[src/rtl/camera_pkg.sv]
// Shared camera controller constants, timer state encoding and exposure stepping helper.
package camera_pkg;

    localparam int unsigned EXP_W       = 5;
    localparam int unsigned EXP_MIN     = 2;
    localparam int unsigned EXP_MAX     = 30;
    localparam int unsigned EXP_DEFAULT = 5;

    typedef enum logic [1:0] {
        ST_IDLE  = 2'd0,
        ST_COUNT = 2'd1,
        ST_DONE  = 2'd2
    } timer_state_e;

    // One saturating step of the exposure setting; opposite edges together cancel out.
    function automatic logic [EXP_W-1:0] exp_step(
        input logic [EXP_W-1:0] cur,
        input logic             up,
        input logic             dn
    );
        logic [EXP_W-1:0] nxt;
        nxt = cur;
        if (up && !dn && (cur < EXP_W'(EXP_MAX))) begin
            nxt = cur + EXP_W'(1);
        end else if (dn && !up && (cur > EXP_W'(EXP_MIN))) begin
            nxt = cur - EXP_W'(1);
        end
        return nxt;
    endfunction

endpackage

[src/rtl/rise_edge_detect.sv]
// Single-bit rising-edge detector: one history flop plus an AND.
module rise_edge_detect (
    input  logic clk_i,
    input  logic rst_i,
    input  logic in_i,
    output logic rise_c_o
);

    logic in_q;

    // Previous-cycle sample of the input.
    always_ff @(posedge clk_i or posedge rst_i) begin
        if (rst_i) begin
            in_q <= 1'b0;
        end else begin
            in_q <= in_i;
        end
    end

    assign rise_c_o = in_i & ~in_q;

endmodule

[src/rtl/exposure_timer_ctrl.sv]
// Programmable exposure timer: holds the button-adjusted exposure setting and,
// on a Start edge, counts that many cycles before pulsing Ovf5 for one cycle.
module exposure_timer_ctrl
    import camera_pkg::*;
(
    input  logic             Clk,
    input  logic             Init,
    input  logic             Exp_increase,
    input  logic             Exp_decrease,
    input  logic             Start,
    input  logic             Abort,
    output logic             Ovf5,
    output logic [EXP_W-1:0] Exp_time,
    output logic             Busy
);

    logic             start_rise;
    logic             inc_rise;
    logic             dec_rise;

    timer_state_e     state_q;
    logic [EXP_W-1:0] exp_time_q;
    logic [EXP_W-1:0] active_q;
    logic [EXP_W-1:0] cnt_q;
    logic             ovf_q;
    logic             busy_q;

    rise_edge_detect u_start_edge (
        .clk_i    (Clk),
        .rst_i    (Init),
        .in_i     (Start),
        .rise_c_o (start_rise)
    );

    rise_edge_detect u_inc_edge (
        .clk_i    (Clk),
        .rst_i    (Init),
        .in_i     (Exp_increase),
        .rise_c_o (inc_rise)
    );

    rise_edge_detect u_dec_edge (
        .clk_i    (Clk),
        .rst_i    (Init),
        .in_i     (Exp_decrease),
        .rise_c_o (dec_rise)
    );

    // Timer FSM: setting updates in IDLE, cycle count in COUNT, one-cycle Ovf5 into DONE.
    always_ff @(posedge Clk or posedge Init) begin
        if (Init) begin
            state_q    <= ST_IDLE;
            exp_time_q <= EXP_W'(EXP_DEFAULT);
            active_q   <= '0;
            cnt_q      <= '0;
            ovf_q      <= 1'b0;
            busy_q     <= 1'b0;
        end else begin
            ovf_q  <= 1'b0;
            busy_q <= (state_q != ST_IDLE);
            case (state_q)
                ST_IDLE: begin
                    if (start_rise && !Abort) begin
                        // Start takes priority; any coincident button edge is dropped.
                        active_q <= exp_time_q;
                        cnt_q    <= EXP_W'(1);
                        state_q  <= ST_COUNT;
                    end else begin
                        exp_time_q <= exp_step(exp_time_q, inc_rise, dec_rise);
                    end
                end
                ST_COUNT: begin
                    if (Abort) begin
                        cnt_q   <= '0;
                        state_q <= ST_IDLE;
                    end else if (cnt_q == active_q) begin
                        ovf_q   <= 1'b1;
                        state_q <= ST_DONE;
                    end else begin
                        cnt_q <= cnt_q + EXP_W'(1);
                    end
                end
                ST_DONE: begin
                    cnt_q   <= '0;
                    state_q <= ST_IDLE;
                end
                default: begin
                    state_q <= ST_IDLE;
                end
            endcase
        end
    end

    assign Ovf5     = ovf_q;
    assign Exp_time = exp_time_q;
    assign Busy     = busy_q;

endmodule

[config.mk]
export PLATFORM = sky130hd
export DESIGN_NAME = exposure_timer_ctrl
export DESIGN_NICKNAME = d
export VERILOG_FILES = /design/src/rtl/camera_pkg.sv /design/src/rtl/rise_edge_detect.sv /design/src/rtl/exposure_timer_ctrl.sv
export SDC_FILE = /design/constraint.sdc
export NUM_CORES = 1
export LEC_CHECK = 0
export ABC_AREA = 1
export CORE_MARGIN = 4
export CORE_UTILIZATION = 30
export CTS_BUF_LIST = sky130_fd_sc_hd__clkbuf_4
export CTS_CLUSTER_SIZE = 16
export DETAILED_ROUTE_END_ITERATION = 8
export HOLD_SLACK_MARGIN = 0.03
export PLACE_DENSITY = 0.52
export SLEW_MARGIN = 20
export SYNTH_ARGS = -nofsm -noshare
export SYNTH_HDL_FRONTEND = slang
export SYNTH_SLANG_ARGS = --single-unit
[constraint.sdc]
create_clock -name Clk -period 1.68 [get_ports Clk]
set_input_delay 0.252 -clock Clk [delete_from_list [all_inputs] [get_ports Clk]]
set_output_delay 0.252 -clock Clk [all_outputs]
set_load 0.01 [all_outputs]
### Yosys cells after proc, flatten, opt, wreduce, memory -nomap -nowiden

Index checks and enable logic that the tools add are counted.

| word-level totals | value |
|---|---|
| bits in registers | 22 |
| word-level logic and storage cells | 56 |

| cells by class | value |
|---|---|
| add/sub/neg operators | 3 |
| magnitude comparators | 2 |
| eq/ne operators | 6 |
| mux-type cells | 13 |
| bitwise gates (word level) | 7 |
| reductions and logical operators | 16 |

Operator list:

| operator | number |
|---|---|
| two-way mux 5 bit | 5 |
| case mux 5 bit (3 select lines) | 1 |
| adder 5 x 1 -> 5 bit, second input constant | 2 |
| two-way mux 2 bit | 3 |
| inequality test 3 bit, second input constant | 2 |
| AND reduction 3 bit | 2 |
| == test 5 bit | 1 |
| greater-than comparator 5 x 2 -> 1 bit, second input constant | 1 |
| logical AND 1 bit | 5 |
| less-than comparator 5 bit, second input constant | 1 |
| subtractor 5 x 1 -> 5 bit, second input constant | 1 |
| NOT 1 bit | 4 |
| case mux 2 bit (2 select lines) | 1 |
| AND reduction 2 bit | 2 |
| nonzero test 2 bit | 2 |
| bitwise AND 1 bit | 3 |
| zero test 1 bit | 3 |
| two-way mux 1 bit | 3 |
| nonzero test 3 bit | 1 |
| == test 2 x 1 -> 1 bit, second input constant | 1 |
| == test 2 bit, second input constant | 1 |
| zero test 2 bit | 1 |
| inequality test 2 bit, second input constant | 1 |

### Longest topological paths before layout

Gate-level depths: netlist of run 1.

| depth | value |
|---|---|
| depth after elaboration | 7 |
| depth in mapped cells | 14 |
| gate-level depth less buffers | 14 |

### By module

A second synthesis of run 1 with hierarchy kept.

| unflattened totals | value |
|---|---|
| cells, all modules | 171 |
| area, all modules | 1318.8 um^2 |

By module, submodules not included:

| module | times used | cells each | area an instance (um^2) | sequential area each (um^2) |
|---|---|---|---|---|
| exposure_timer_ctrl | 1 | 159 | 1202.4 | 478.0 |
| rise_edge_detect | 3 | 4 | 38.8 | 25.0 |

### Least setup slack after synthesis of run 1

OpenSTA, ideal clock, no wires.

| timing | value |
|---|---|
| kind | reg-to-reg |
| start point | register exp_time_q[2] (netlist: Exp_time[2]) |
| end point | register exp_time_q[4] (netlist: Exp_time[4]) |
| setup time | 0.120 ns |
| arrival time | 1.588 ns |
| data required time | 1.560 ns |
| slack | -0.029 ns |
| stages on the path, launching flop included | 13 |
| cell sequence | dfstp_2 nand2_1 nor2_1 nor2_1 fa_1 inv_1 nand2_1 nand2_1 nand2_1 nand2_1 nor2_1 nand2_1 nand2_1 |

| between the ends | value |
|---|---|
| longest elaborated chain between the ends | 4 |

Ends and longest elaborated chain:

| what | RTL line | source |
|---|---|---|
| from (decl) | exposure_timer_ctrl.sv:22 | `logic [EXP_W-1:0] exp_time_q;` |
| from (signal assigned) | exposure_timer_ctrl.sv:53 | `exp_time_q <= EXP_W'(EXP_DEFAULT);` |
| from (signal assigned) | exposure_timer_ctrl.sv:69 | `exp_time_q <= exp_step(exp_time_q, inc_rise, dec_rise);` |
| less-than comparator 5 bit / greater-than comparator 5 x 2 -> 1 bit (equally long branches) | camera_pkg.sv:23, camera_pkg.sv:25 |  |
| logical AND 1 bit (on tied branches) | camera_pkg.sv:23, camera_pkg.sv:25 |  |
| nonzero test 2 bit (no line) | -- |  |
| AND reduction 3 bit (no line) | -- |  |

Several ways; a longest one is shown, not always the timed one. The select of a mux whose other input is x is not followed.
A chain may end at the register's enable or synchronous reset.

### Worst setup path after layout of run 1

| timing | value |
|---|---|
| start point | register exp_time_q[2] (netlist: Exp_time[2]) |
| end point | register exp_time_q[2] (netlist: Exp_time[2]) |

The elaborated chain is that of the path after synthesis.

==> metrics.txt, run 1 <==
final core occ 0.412; total power divided by cell area about 1600 mW/mm^2; grt total ovfl 0; Post-DP HPWL between 2 and 2.5 mm; post-route cell area approximately 0.0017 sq mm; DRC 0; Crit Path Category register to register; initial antenna violation count 0; status finished with violations; Worst setup SP type register; Yosys reg bits 22; routability congestion estimate 0.798; Routed Antenna Nets 0; delay-heaviest family, CP flip-flops; Critical Path Max Stage Delay about 580 ps; DRT iter0 DRCs 41; logic gate share of total power 0.577; IO Count 13; root buffer cell clkbuf_4; # Max-Cap Violations 0; dpl cell area between 0.0015 and 0.002 sq mm; Worst-path clk slew between 100 and 150 ps; worst hold path class input pin to async pin; Antenna diodes 0; clock latency on the worst-skew pair 320 ps; H-Tree Depth 1; yosys warns 0; Synth Cell Area about 0.0013 sq mm; CTS Buffer Depth 2; worst setup margin -57.9 ps; slew at the pin closest to its max-slew limit roughly 320 ps; Tot Pwr between 2 and 3 mW; WHS 254 ps; crit path DAT roughly 2000 ps; largest area contributor in the netlist dfrtp_1; layout cells sized above 1 0.210; pre-CTS setup slack -391 ps; clock sinks 22; die area about 0.0055 sq mm; Buf+Inv Stages, Crit Path 2; skew final approximately 7 ps; cell internal pwr about 1.5 mW; post-detailed-routing wire length between 2 and 3 mm; Required @ worst endpoint a little under 2000 ps; Port Buffers 12; Max Freq about 580 MHz; CP Cell Sequence nand2_2, nor2_2, nor2_2, fa_2, buf_4, buf_6, xor2_1, o21ai_1; final hold vios 0; Vias/cell between 4 and 5; DR pass1 iterations 4; top cells by area, synth dfrtp_1 (38%), nand2_1 (17%), inv_1 (6.8%), ha_1 (6.6%), dfstp_2 (4.0%); NumNets Final 220; first-pass GRT wire length 5.23 mm; min Tclk post-route between 1500 and 2000 ps; Num CTS Buffers 3; Die Wd about 74 microns; Die Height 74.3 microns; failing checks setup timing; Post-Syn Nets between 150 and 200; Placeable Area between 0.004 and 0.005 sq mm; Pins Over Slew Limit 0; sequential-to-total area share from yosys stat 0.419; Critical R2R Launch Exp_time[2]; cells on worst reg2reg path 8; crit end category register; largest net degree at the start of global routing 23; Synth top area share 0.379; r2r setup slk -60 ps; cells after synthesis between 150 and 200; CP dominant cell by count nor2_2; final setup fails 2; relative slew slack 0.784; Initial Utilization 0.321; RR Endpoint Exp_time[2]; crit share post-route 1.03; RSZ-0062 raised after global routing true; routed len/inst 11.5 microns; critical path's slowest cell dfstp_2; Yosys cell types 23; switching power share of the total 0.432; via count 1,139; Synth Area per Inst 7.63 sq um; Leak ~0.85 nW; num rows 23; vias in the first global route 1,197; Seq pwr share 0.317; maximum vdd drop roughly 0.84 mV; GRT Util Overall 0.122; total net switching power 1.15 mW; area grow syn2layout 28.3%; Clk pwr share 0.106; CTS tree done; CP Max Fanout 4
cells by family after synthesis:
logic type / after synthesis / share of synthesized area
AOI/OAI and AO/OA: 12 / 0.0464
xor gates and xnor gates: 7 / 0.0464
adders and majority gates: 8 / 0.0815
buffers and inverters: 29 / 0.0825
DFF: 22 / 0.419
and+or+nand+nor: 95 / 0.324
metal layers:
metal / vias up / part of all wire / global-route usage
li1: 590 / - / -
met1: 516 / 0.47 / 0.156
met2: 25 / 0.47 / 0.195
met3: 8 / 0.035 / 0.0149
met4: 0 / 0.027 / 0.0751
met5: - / 0 / 0
registers in the layout, indices dropped and copies added, names as in the netlist:
| name | count |
|---|---|
| cnt_q | 5 |
| u_inc_edge.in_q | 1 |
| u_start_edge.in_q | 1 |
| Ovf5 | 1 |
| state_q | 2 |
| u_dec_edge.in_q | 1 |
| active_q | 5 |
| Busy | 1 |
| Exp_time | 5 |
placed cells by master (no fill, tap or decap), drive strengths merged:
cell type,instances
dlymetal6s2s,1
nand4,2
xnor2,3
dfstp,2
nor2,18
clkinv,3
nor3,1
a21oi,2
nand2,64
xor2,4
clkdlybuf4s50,7
ha,7
clkbuf,4
o21ai,9
fa,1
nand3,10
o22ai,1
dfrtp,20
buf,16
inv,26
dlygate4sd2,4
per-stage QoR:
stage	setup TNS, ps	cells
2_1_floorplan	0	173
3_3_place_gp	-899	248
3_5_place_dp	-1090	248
4_1_cts	-42.2	253
5_1_grt	-402	255
6_report	-107	255
cell type report:
type	instances	area, sq um
Inverter	29	109
Sequential cell	22	553
Fill cell	431	2420
Tap cell	50	62.6
Clock buffer	4	30.0
Multi-Input combinational cell	122	698
Timing Repair Buffer	28	241
how the worst max path moves through the flow:
| stage | start | to | depth (start not counted) |
|---|---|---|---|
| 6_report | Exp_time[2] | Exp_time[2] | 8 |
| 5_1_grt | Exp_time[2] | Exp_time[4] | 11 |
| 4_1_cts | Exp_time[2] | Exp_time[4] | 12 |
| 3_5_place_dp | Exp_increase | Exp_time[4] | 13 |
| 3_3_place_gp | Exp_increase | Exp_time[4] | 13 |
| 2_1_floorplan | Exp_time[2] | Exp_time[4] | 11 |
worst reg2reg max path, delay by kind of cell, from the launching register on:
kind,cells,cell delay [ps]
AO/OA/AOI/OAI,1,110
XOR/XNOR,1,150
adder cells (fa/ha/maj),1,340
buffers and inverters,2,250
flip-flops,1,580
AND/OR/NAND/NOR,3,240
Yosys cell counts:
| cell type | number |
|---|---|
| a21oi_1 | 2 |
| clkinv_1 | 3 |
| dfrtp_1 | 20 |
| dfstp_2 | 2 |
| fa_1 | 1 |
| ha_1 | 7 |
| inv_1 | 24 |
| inv_2 | 2 |
| nand2_1 | 60 |
| nand2_2 | 3 |
| nand2_4 | 1 |
| nand3_1 | 10 |
| nand4_1 | 1 |
| nand4_4 | 1 |
| nor2_1 | 13 |
| nor2_2 | 3 |
| nor2_4 | 2 |
| nor3_1 | 1 |
| o21ai_0 | 5 |
| o21ai_1 | 4 |
| o22ai_1 | 1 |
| xnor2_1 | 3 |
| xor2_1 | 4 |
what timing repair did:
action / CTS / global route
buffers inserted: 1 / 2
pin swaps: 1 / 4
hold buffers: 0 / 0
setup endpoints to repair: 5 / 4
gates resized for setup: 7 / 6
power by group through the flow:
| stage | combinational, mW | clock (mW) | sequential [mW] |
|---|---|---|---|
| 5_1_grt | 1.73 | 0.315 | 0.875 |
| 6_report | 1.54 | 0.282 | 0.845 |
| 3_3_place_gp | 1.42 | 0 | 0.853 |
| 4_1_cts | 1.50 | 0.287 | 0.842 |
| 2_1_floorplan | 0.866 | 0 | 0.901 |
| 3_5_place_dp | 1.47 | 0 | 0.855 |
Note: power is estimated with default switching activity, not from simulation.
==> run 2: changes to the inputs <==
--- a/config.mk
+++ b/config.mk
@@ -13,6 +13,7 @@
 export DETAILED_ROUTE_END_ITERATION = 8
 export HOLD_SLACK_MARGIN = 0.03
 export PLACE_DENSITY = 0.52
+export REMOVE_ABC_BUFFERS = 1
 export SLEW_MARGIN = 20
 export SYNTH_ARGS = -nofsm -noshare
 export SYNTH_HDL_FRONTEND = slang
==> run 2 against run 1 <==
Compared with the run above:
- the run still ends with setup timing left
- first-iteration DRC count fell by 34%
- worst setup slack lost 27 ps
- sequential cell count did not move
- critical path type unchanged
- critical endpoint is now Exp_time[4]
==> metrics.txt, run 2 (synthesis results as in run 1) <==
Post-DP HPWL 2.15 mm (was 2.21 mm); via count 1,168 (was 1,139); final setup fails 2 (unchanged); final hold vios 0 (unchanged); Placeable Area 0.00412 sq mm (unchanged); Setup TNS -123 ps (was -107 ps); Critical Path Stages 12 (was 8); Required @ worst endpoint 1900 ps (was 1930 ps); total power divided by cell area 1560 mW/mm^2 (was 1580 mW/mm^2); crit path DAT 1980 ps (was 1990 ps); CTS tree done (unchanged); slew at the pin closest to its max-slew limit 321 ps (was 322 ps); most frequent cells in the layout nand2_1 (57), inv_1 (23), dfrtp_1 (19), buf_4 (19) (was nand2_1 (58), inv_1 (23), dfrtp_1 (20)); clock latency on the worst-skew pair 310 ps (was 320 ps); crit end category register (unchanged); min Tclk post-route 1760 ps (was 1740 ps); RSZ-0062 raised after global routing true (unchanged); met3 global-route usage 0.0162 (was 0.0149); Die Wd 74.3 microns (unchanged); status finished with violations (unchanged); delay-heaviest family, CP simple AND/OR/NAND/NOR gates (was flip-flops); IO Count 13 (unchanged); filler cell count 425 (was 431); H-Tree Depth 1 (unchanged); largest net degree at the start of global routing 16 (was 23); GRT met1 Usage 0.166 (was 0.156); r2r setup slk -80 ps (was -60 ps); crit share post-route 1.05 (was 1.03); DRT iter0 DRCs 27 (was 41); Pins Over Slew Limit 0 (unchanged); Leak 0.889 nW (was 0.853 nW); root buffer cell clkbuf_4 (unchanged); num rows 23 (unchanged); post-detailed-routing wire length 2.89 mm (was 2.92 mm); Critical Path Max Stage Delay 580 ps (about the same); cells on worst reg2reg path 12 (was 8); HP Start Exp_decrease; commonest non-fill, non-tap cell in the layout nand2_1 (unchanged); worst hold path class input pin to register (was input pin to async pin); Routed Antenna Nets 0 (unchanged); GRT Util Overall 0.122 (about the same); grt total ovfl 0 (unchanged); relative slew slack 0.784 (about the same); Port Buffers 12 (unchanged); Crit Path Category register to register (unchanged); worst setup margin -84.9 ps (was -57.9 ps); Placed Cells 248 (unchanged); Reg area 554 sq um (was 553 sq um); Worst setup SP type register (unchanged); Initial Utilization 0.321 (unchanged); CP Cell Sequence nand2_1, nor2_1, nor2_2, fa_2, inv_2, nand2_1, nand2_1, nand2_1, nand2_2, nor2_2, nand2_1, nand2_1 (was nand2_2, nor2_2, nor2_2, fa_2, buf_4, buf_6, xor2_1, o21ai_1); CP Max Fanout 3 (was 4); Final Non-Filler Cells 258 (was 255); Buf+Inv Stages, Crit Path 1 (was 2); area grow syn2layout 31.5% (was 28.3%); area of the multi-input gates 717 sq um (was 698 sq um); critical path's slowest cell dfstp_2 (unchanged); maximum vdd drop 0.781 mV (was 0.838 mV); hold-fix buffers at CTS 0 (unchanged); NumNets Final 223 (was 220); Die Height 74.3 microns (unchanged); DRC 0 (unchanged); Vias/cell 4.53 (was 4.47); CP dominant cell by count nand2_1 (was nor2_2); Max Freq 567 MHz (was 575 MHz); Worst-path clk slew 130 ps (about the same); met2 usage 0.197 (was 0.195); routed len/inst 11.2 microns (was 11.5 microns); routability congestion estimate 0.917 (was 0.798); clock sinks 22 (unchanged); DR pass1 iterations 4 (unchanged); # Max-Cap Violations 0 (unchanged); failing checks setup timing (unchanged); first-pass GRT wire length 5.19 mm (was 5.23 mm); CTS Buffer Depth 2 (unchanged); GR peak layer met2 (unchanged); Num CTS Buffers 3 (unchanged); WHS Endpoint u_dec_edge.in_q; layout cells sized above 1 0.236 (was 0.210); hold path depth 1; vias in the first global route 1,140 (was 1,197); RR Endpoint Exp_time[4] (was Exp_time[2]); die area 0.00552 sq mm (unchanged); initial antenna violation count 0 (unchanged); Critical R2R Launch Exp_time[2] (unchanged); skew final 8.17 ps (was 6.90 ps); Antenna diodes 0 (unchanged)
==> run 2: how the worst max path moves through the flow <==
stage,startpoint,to,slack [ps]
after floorplan,Exp_time[2],Exp_time[4],-30
after global placement,Exp_increase,Exp_time[4],-380
after detailed placement,Exp_increase,Exp_time[4],-460
after CTS,Exp_time[2],Exp_time[4],-50
after global routing,Exp_time[2],Exp_time[4],-190
final,Exp_time[2],Exp_time[4],-80
==> run 2: report_power, final <==
group	internal, mW	leakage (nW)	switching, mW
logic	0.721	0.597	0.877
registers	0.717	0.276	0.134
clock network	0.0868	0.0154	0.165
==> run 2: cell type report <==
| cell class | instances | share of cell area |
|---|---|---|
| sequential | 22 | 0.319 |
| timing repair buffer | 31 | 0.154 |
| inverter | 29 | 0.0627 |
| clock buffer | 3 | 0.0130 |
| multi-input combinational | 122 | 0.413 |
| clock inverter | 1 | 0.00216 |
| tap | 50 | 0.0360 |
==> run 2: repair_timing <==
action,4_1_cts,5_1_grt
cloned,0,0
gates resized for setup,8,12
setup endpoints to repair,7,7
endpoints found under the hold margin,0,0
pin swaps,1,8
buffers inserted,4,2
==> run 2: worst reg2reg max path, delay by kind of cell (launching register included) <==
kind                       cells  cell delay (ps)
adders and majority gates      1              370
buffers and inverters          1               80
DFF                            1              580
and+or+nand+nor               10              650
==> run 2: per-layer routing <==
metal,routed length [microns],vias up,share of wire
li1,-,597,-
met1,1420,549,0.49
met2,1390,20,0.48
met3,67,2,0.023
met4,17,0,0.0059
met5,0,-,0
==> run 2: per-stage QoR <==
step	utilization	total power [mW]	hold slack (ps)	area (sq um)	setup WS [ps]
2_1_floorplan	-	1.76	240	1320	-28.5
6_report	0.422	2.70	99.3	1740	-84.9
5_1_grt	0.422	2.99	112	1740	-186
4_1_cts	0.409	2.61	166	1680	-51.5
3_3_place_gp	0.389	2.27	489	1600	-379
3_5_place_dp	0.389	2.29	500	1600	-463
